===== config.mk =====
export PLATFORM = sky130hd
export DESIGN_NAME = sample_unpacker
export DESIGN_NICKNAME = d
export VERILOG_FILES = /design/src/rtl/sample_unpacker.sv
export SDC_FILE = /design/constraint.sdc
export NUM_CORES = 1
export LEC_CHECK = 0
export CAP_MARGIN = 30
export CORE_MARGIN = 5
export CORE_UTILIZATION = 30
export DETAILED_ROUTE_END_ITERATION = 10
export GPL_ROUTABILITY_DRIVEN = 0
export SETUP_SLACK_MARGIN = 0.3
export SLEW_MARGIN = 40
export SYNTH_ARGS = -nofsm -noshare
export SYNTH_HDL_FRONTEND = slang
export SYNTH_SLANG_ARGS = --single-unit
export TNS_END_PERCENT = 10

===== constraint.sdc =====
create_clock -name clk_adc -period 7.7 [get_ports clk_adc]
set_clock_uncertainty 0.2 [all_clocks]
set_input_delay 0.77 -clock clk_adc [delete_from_list [all_inputs] [get_ports clk_adc]]
set_output_delay 0.77 -clock clk_adc [all_outputs]
set_load 0.005 [all_outputs]

===== src/rtl/sample_unpacker.sv =====
// sample_unpacker
//   Rebuilds per-instant samples from the packed 16-bit word stream produced by
//   the sample packer. Mode 0 carries 3-channel 2-bit I/Q (3 words = 4 samples),
//   modes 1/2 carry 8-bit samples (2 per word), other modes are discarded.
// Ports
//   clk_adc, clk_adc_reset_n : clock, asynchronous active-low reset
//   mode                     : packing mode, latched on the first word of a packet
//   in_data/in_en/in_packet_end : word stream (no backpressure)
//   clear                    : sync pulse clearing overflow/frame_error/pkt_count
//   out_sample/out_valid/out_ready/out_last : sample stream with handshake
//   overflow, frame_error    : sticky status flags
//   pkt_count                : packets ended without error (wraps)
module sample_unpacker #(
  parameter int unsigned FIFO_DEPTH = 2,
  parameter int unsigned PKT_CNT_W  = 16
) (
  input  logic                 clk_adc,
  input  logic                 clk_adc_reset_n,
  input  logic [7:0]           mode,
  input  logic [15:0]          in_data,
  input  logic                 in_en,
  input  logic                 in_packet_end,
  input  logic                 clear,
  output logic [11:0]          out_sample,
  output logic                 out_valid,
  input  logic                 out_ready,
  output logic                 out_last,
  output logic                 overflow,
  output logic                 frame_error,
  output logic [PKT_CNT_W-1:0] pkt_count
);

  localparam int unsigned AW = $clog2(FIFO_DEPTH);
  localparam logic [AW:0] DEPTH_C = (AW+1)'(FIFO_DEPTH);

  typedef enum logic [1:0] {W0 = 2'd0, W1 = 2'd1, W2 = 2'd2} widx_e;

  // Input capture stage: the word is registered first and assembled one cycle
  // later, giving the completing-word -> out_valid latency of two edges.
  logic                 in_v_q, in_end_q;
  logic [15:0]          in_data_q;
  logic [7:0]           in_mode_q;

  logic                 first_q, first_d;
  logic [7:0]           pmode_q, pmode_d;
  widx_e                widx_q, widx_d;
  logic [15:0]          asm0_q, asm0_d, asm1_q, asm1_d;

  logic [47:0]          mem_data_q [FIFO_DEPTH];
  logic                 mem_m0_q   [FIFO_DEPTH];
  logic                 mem_last_q [FIFO_DEPTH];
  logic [AW-1:0]        wr_ptr_q, wr_ptr_d, rd_ptr_q, rd_ptr_d;
  logic [AW:0]          cnt_q, cnt_d;
  logic [1:0]           sidx_q, sidx_d;

  logic                 overflow_q, overflow_d;
  logic                 frame_error_q, frame_error_d;
  logic [PKT_CNT_W-1:0] pkt_count_q, pkt_count_d;

  logic [7:0]           cur_mode;
  logic                 is_m0, is_m8, complete, push_ok, fire, pop;
  logic [47:0]          push_data, head_data;
  logic                 head_m0;
  logic [1:0]           last_idx;
  logic [11:0]          sel_sample;

  always_comb begin
    cur_mode      = first_q ? in_mode_q : pmode_q;
    is_m0         = (cur_mode == 8'd0);
    is_m8         = (cur_mode == 8'd1) || (cur_mode == 8'd2);
    complete      = in_v_q && (is_m0 ? (widx_q == W2) : is_m8);
    push_data     = is_m0 ? {asm0_q, asm1_q, in_data_q} : {32'd0, in_data_q};

    head_data     = mem_data_q[rd_ptr_q];
    head_m0       = mem_m0_q[rd_ptr_q];
    last_idx      = head_m0 ? 2'd3 : 2'd1;
    out_valid     = (cnt_q != '0);
    fire          = out_valid && out_ready;
    pop           = fire && (sidx_q == last_idx);
    // A full FIFO still accepts a group when its head leaves this same cycle.
    push_ok       = complete && ((cnt_q != DEPTH_C) || pop);

    sel_sample    = '0;
    if (head_m0) begin
      case (sidx_q)
        2'd0:    sel_sample = head_data[47:36];
        2'd1:    sel_sample = head_data[35:24];
        2'd2:    sel_sample = head_data[23:12];
        default: sel_sample = head_data[11:0];
      endcase
    end else begin
      sel_sample = (sidx_q == 2'd0) ? {4'd0, head_data[15:8]} : {4'd0, head_data[7:0]};
    end
    out_sample    = out_valid ? sel_sample : '0;
    out_last      = out_valid && mem_last_q[rd_ptr_q] && (sidx_q == last_idx);

    first_d       = in_v_q ? in_end_q : first_q;
    pmode_d       = (in_v_q && first_q) ? in_mode_q : pmode_q;
    asm0_d        = asm0_q;
    asm1_d        = asm1_q;
    widx_d        = widx_q;
    if (in_v_q) begin
      if (is_m0 && (widx_q == W0)) asm0_d = in_data_q;
      if (is_m0 && (widx_q == W1)) asm1_d = in_data_q;
      if (in_end_q) begin
        widx_d = W0;
      end else if (is_m0) begin
        case (widx_q)
          W0:      widx_d = W1;
          W1:      widx_d = W2;
          default: widx_d = W0;
        endcase
      end
    end

    wr_ptr_d      = wr_ptr_q + AW'(push_ok);
    rd_ptr_d      = rd_ptr_q + AW'(pop);
    cnt_d         = cnt_q + (AW+1)'(push_ok) - (AW+1)'(pop);
    sidx_d        = sidx_q;
    if (fire) sidx_d = pop ? 2'd0 : sidx_q + 2'd1;

    // Flag set wins over a coincident clear; count clear wins over increment.
    overflow_d    = overflow_q;
    if (clear) overflow_d = 1'b0;
    if (complete && !push_ok) overflow_d = 1'b1;
    frame_error_d = frame_error_q;
    if (clear) frame_error_d = 1'b0;
    if (in_v_q && in_end_q && is_m0 && (widx_q != W2)) frame_error_d = 1'b1;
    pkt_count_d   = pkt_count_q;
    if (in_v_q && in_end_q && push_ok) pkt_count_d = pkt_count_q + PKT_CNT_W'(1);
    if (clear) pkt_count_d = '0;
  end

  always_ff @(posedge clk_adc or negedge clk_adc_reset_n) begin
    if (!clk_adc_reset_n) begin
      in_v_q        <= 1'b0;
      in_end_q      <= 1'b0;
      in_data_q     <= '0;
      in_mode_q     <= '0;
      first_q       <= 1'b1;
      pmode_q       <= '0;
      widx_q        <= W0;
      asm0_q        <= '0;
      asm1_q        <= '0;
      wr_ptr_q      <= '0;
      rd_ptr_q      <= '0;
      cnt_q         <= '0;
      sidx_q        <= '0;
      overflow_q    <= 1'b0;
      frame_error_q <= 1'b0;
      pkt_count_q   <= '0;
    end else begin
      in_v_q        <= in_en;
      in_end_q      <= in_en && in_packet_end;
      in_data_q     <= in_data;
      in_mode_q     <= mode;
      first_q       <= first_d;
      pmode_q       <= pmode_d;
      widx_q        <= widx_d;
      asm0_q        <= asm0_d;
      asm1_q        <= asm1_d;
      wr_ptr_q      <= wr_ptr_d;
      rd_ptr_q      <= rd_ptr_d;
      cnt_q         <= cnt_d;
      sidx_q        <= sidx_d;
      overflow_q    <= overflow_d;
      frame_error_q <= frame_error_d;
      pkt_count_q   <= pkt_count_d;
    end
  end

  always_ff @(posedge clk_adc) begin
    if (push_ok) begin
      mem_data_q[wr_ptr_q] <= push_data;
      mem_m0_q[wr_ptr_q]   <= is_m0;
      mem_last_q[wr_ptr_q] <= in_end_q;
    end
  end

  assign overflow    = overflow_q;
  assign frame_error = frame_error_q;
  assign pkt_count   = pkt_count_q;

endmodule


==> summary.txt <==
Worst setup path
  – Nature of the critical path endpoint: primary output
  – Origin of the critical flop-to-flop path: rd_ptr_q
  – Peak fanout along the critical path: 25
  – Data arrival time at the worst-slack endpoint: 3140 ps
  – Worst Setup SP: sidx_q[1]
  – Worst r2r path cells: 6
  – Start-to-end type of the worst setup path: reg -> out
  – Worst reg2reg setup slack: ~4000 ps
  – Worst Setup EP: out_sample[11]
  – Startpoint class of the critical path: register
  – Critical Path RT: just under 7000 ps
  – Critical register-to-register path endpoint: mem_data_q[1][44]

Synth
  – Register bit total from synthesis: around 190
  – Cells after Synth: 552
  – Count of yosys warnings during synthesis: 0
  – Library cells used by synthesis: between 40 and 50
  – Cell taking the most area after synthesis: edfxtp_1
  – Avg Cell Area, Syn: 14.5 um2
  – Fraction of synthesized cell area taken by the top area cell type: 37.6%
  – Post-synthesis net count: between 500 and 600
  – Cell area after technology mapping: 7990 um2
  – Synth async-reset ratio: between 40% and 50%
  – Post-synth EDFFs: 100
  – Top cells by area, synth: edfxtp_1 38%, dfrtp_1 29%, mux2_2 8.0%
  – Main synth FF type: edfxtp_1
  – Post-synthesis sequential area ratio: 66.7%

Die
  – Placeable core area: approximately 26000 um2
  – Starting density of the core: a little under a third
  – Die H: 173 um
  – Std-Cell Rows: 59
  – Floorplan die width: 173 um
  – Die Outline Area: 30000 um2
  – Number of primary I/O pins: 62

Detailed routing
  – DR vias/cell: 4.91
  – Average wire per cell in the routed design: around 17 um
  – Drt pass-1 iters: 5
  – DR vias: roughly 4.7k
  – WL final: 16400 um
  – Initial DRC count: 413
  – DRC violations left: 0
  – Antenna Violating Nets Remaining: 0

GRT
  – Wire length of the first global-routing pass: 26800 um
  – Total routing usage reported by global routing: around 11%
  – Vias in the first global route: a little under 5k
  – Antenna violations before repair: 0
  – Global route overflow: 0
  – Maximum number of pins on one net before global-route repair: 60

Layout
  – Final cell area excluding filler cells: 9540 um2
  – Total area of multi-input combinational cells: between 2000 and 2500 um2
  – Total number of nets in the final design: 640
  – Filler Cell Count: 2508
  – Layout-stage area growth over the synthesis result: 19.4%
  – Area taken by flip-flops and latches: 5340 um2
  – Share of cells above drive strength 1: 18.7%
  – Utilization after layout: 36.5%
  – Antenna fix cells: 0

CTS
  – Number of buffers inserted for hold repair after clock tree synthesis: 0
  – CTS H-tree lvls: 4
  – Worst-Skew Late Latency: roughly 430 ps
  – Number of setup buffers added after CTS: 0
  – Clk Tree Root Cell: clkbuf_16
  – CTS tree: done
  – TritonCTS Buffers: 17
  – Post-cts resize count: 0
  – Worst-case clock buffer depth: 2
  – Number of clock sinks seen by CTS: 193
  – CTS clock-pin slew for the worst setup and hold paths: 70 ps

Place
  – Worst setup slack after placement: 3780 ps
  – Placed wire-length estimate after detailed placement: 10700 um
  – Post-Place Cell Area: 8940 um2
  – Buffers on Ports: 61

Timing
  – Crit path setup slack, layout: 3590 ps
  – Fraction of the cycle the final worst path needs: 53.4%
  – Highest achievable clock rate: 243 MHz
  – Slew at the pin closest to its max-slew limit: slightly below 800 ps
  – RSZ-0062 raised after global routing: no
  – Count of final max-slew check failures: 0
  – Setup Total Neg Slack: 0 ps
  – Final Hold Vio Count: 0
  – Setup-failing EPs final: 0
  – Time the final worst path needs with I/O delays and setup: ~4100 ps
  – Max-Slew Margin vs Limit: 47.1%

Run status
  – Outcome: completed

Power and ir drop
  – Pwr/cell area: 299 nW/um2
  – Static power due to leakage: 3.54 nW
  – Peak ir drop on the vdd network: 127 uV

Job
  – Maxcap violations: 0

Hold path
  – Hold/Removal Path Class: in -> async
## synth_stat cells (2+ instances only)
library cell and number:
o2bb2ai_1 2, a211o_1 4, buf_4 3, nand3_1 11
clkbuf_2 2, a21oi_1 15, o21ai_0 6, mux2i_1 17
buf_1 2, edfxtp_1 100, buf_2 6, nor4_1 7
and4_1 2, o31ai_1 8, o41ai_1 2, and3_1 4
ha_1 9, nor2_1 15, inv_1 22, and2_1 35
mux2_2 57, nor2b_1 6, nor3_1 7, xnor2_1 4
nand4_1 4, dfrtp_1 92, nand2_1 25, clkbuf_1 20
a32o_1 4, mux4_2 4, or3_1 3, a222oi_1 20
o211ai_1 9, nand2b_1 3, or2_2 2, or4_1 9
## report_power, final
part	total, W	internal, W	switching (W)
Sequential	0.00128	0.00118	0.000105
Clock	0.000874	0.000464	0.000410
Combinational	0.000692	0.000361	0.000331
Total	0.00285	0.00200	0.000846
## registers in the layout, summed over array words and instances (netlist names)
register     count
first_q          1
mem_last_q       2
frame_error      1
overflow         1
asm1_q          16
in_data_q       16
in_v_q           1
widx_q           2
mem_m0_q         2
pmode_q          8
in_mode_q        8
pkt_count       16
cnt_q            2
asm0_q          16
sidx_q           2
mem_data_q      96
in_end_q         1
wr_ptr_q         1
rd_ptr_q         1
## critical path, cell delays in order, from the launching register on
cell and delay [ps]:
dfrtp_1 430, inv_1 160, ha_2 580, a222oi_1 150
mux4_2 480, nor3_1 310, clkdlybuf4s50_1 600
## area by class of cell
| type | instances | share of cell area [%] |
|---|---|---|
| Tap cell | 335 | 4.39 |
| Inverter | 22 | 0.865 |
| Timing Repair Buffer | 64 | 6.67 |
| Clock inverter | 15 | 1.74 |
| Sequential cell | 193 | 55.9 |
| Multi-Input combinational cell | 303 | 26.0 |
| Clock buffer | 17 | 4.46 |
## layout by cell type (no fill, tap or decap), types with 4 or more instances in the layout
| master | synthesis | final |
|---|---|---|
| nand2_1 | 25 | 25 |
| a32o_1 | 4 | 4 |
| ha_2 | 0 | 4 |
| dfrtp_1 | 92 | 91 |
| mux2i_1 | 17 | 17 |
| a211o_1 | 4 | 4 |
| nor3_1 | 7 | 7 |
| inv_8 | 0 | 6 |
| mux4_2 | 4 | 4 |
| edfxtp_1 | 100 | 100 |
| mux2_2 | 57 | 57 |
| clkbuf_16 | 0 | 17 |
| nor4_1 | 7 | 7 |
| a21oi_1 | 15 | 15 |
| clkdlybuf4s50_1 | 0 | 59 |
| a222oi_1 | 20 | 20 |
| and2_1 | 35 | 35 |
| o31ai_1 | 8 | 8 |
| nand3_1 | 11 | 11 |
| nand4_1 | 4 | 4 |
| or4_1 | 9 | 9 |
| nor2_1 | 15 | 15 |
| inv_1 | 22 | 22 |
| o211ai_1 | 9 | 9 |
| nor2b_1 | 6 | 6 |
| o21ai_0 | 6 | 6 |
| xnor2_1 | 4 | 4 |
## logic make-up (layout without fill, tap and decap cells)
| group | Yosys count | count (layout) | share of synthesized area, % |
|---|---|---|---|
| buffers and inverters | 56 | 118 | 2.99 |
| adder cells (fa/ha/maj) | 9 | 9 | 1.41 |
| AO/OA/AOI/OAI | 74 | 74 | 7.34 |
| XOR/XNOR | 5 | 5 | 0.548 |
| multiplexers | 79 | 79 | 11.6 |
| AND/OR/NAND/NOR | 136 | 136 | 9.41 |
| flip-flops | 193 | 193 | 66.7 |
## metal layers
metal  part of all wire (%)  vias up  global-route usage [%]
met5                      0        -                       0
met4                   0.95        0                    3.03
met3                    4.1       13                    2.90
met2                     50       96                    19.2
met1                     45     2362                    14.1
li1                       -     2187                       -
## stage by stage
| step | cells | hold WS [ps] | power (W) |
|---|---|---|---|
| 2_1_floorplan | 552 | 253 | 0.00171 |
| 4_1_cts | 949 | 94.2 | 0.00289 |
| 3_5_place_dp | 917 | 287 | 0.00201 |
| 6_report | 949 | 84.8 | 0.00285 |
| 5_1_grt | 949 | 109 | 0.00300 |
| 3_3_place_gp | 916 | 280 | 0.00197 |
## worst min-delay path by stage
stage / startpoint / to / slack, ps / cells past startpoint
5_1_grt: clk_adc_reset_n / in_data_q[10] / 110 / 1
3_3_place_gp: in_data_q[7] / mem_data_q[0][7] / 280 / 0
2_1_floorplan: in_data_q[0] / mem_data_q[0][0] / 250 / 0
3_5_place_dp: asm1_q[8] / asm1_q[8] / 290 / 1
6_report: clk_adc_reset_n / in_data_q[10] / 80 / 1
4_1_cts: clk_adc_reset_n / in_data_q[10] / 90 / 1
Note: power is estimated with default switching activity, not from simulation.
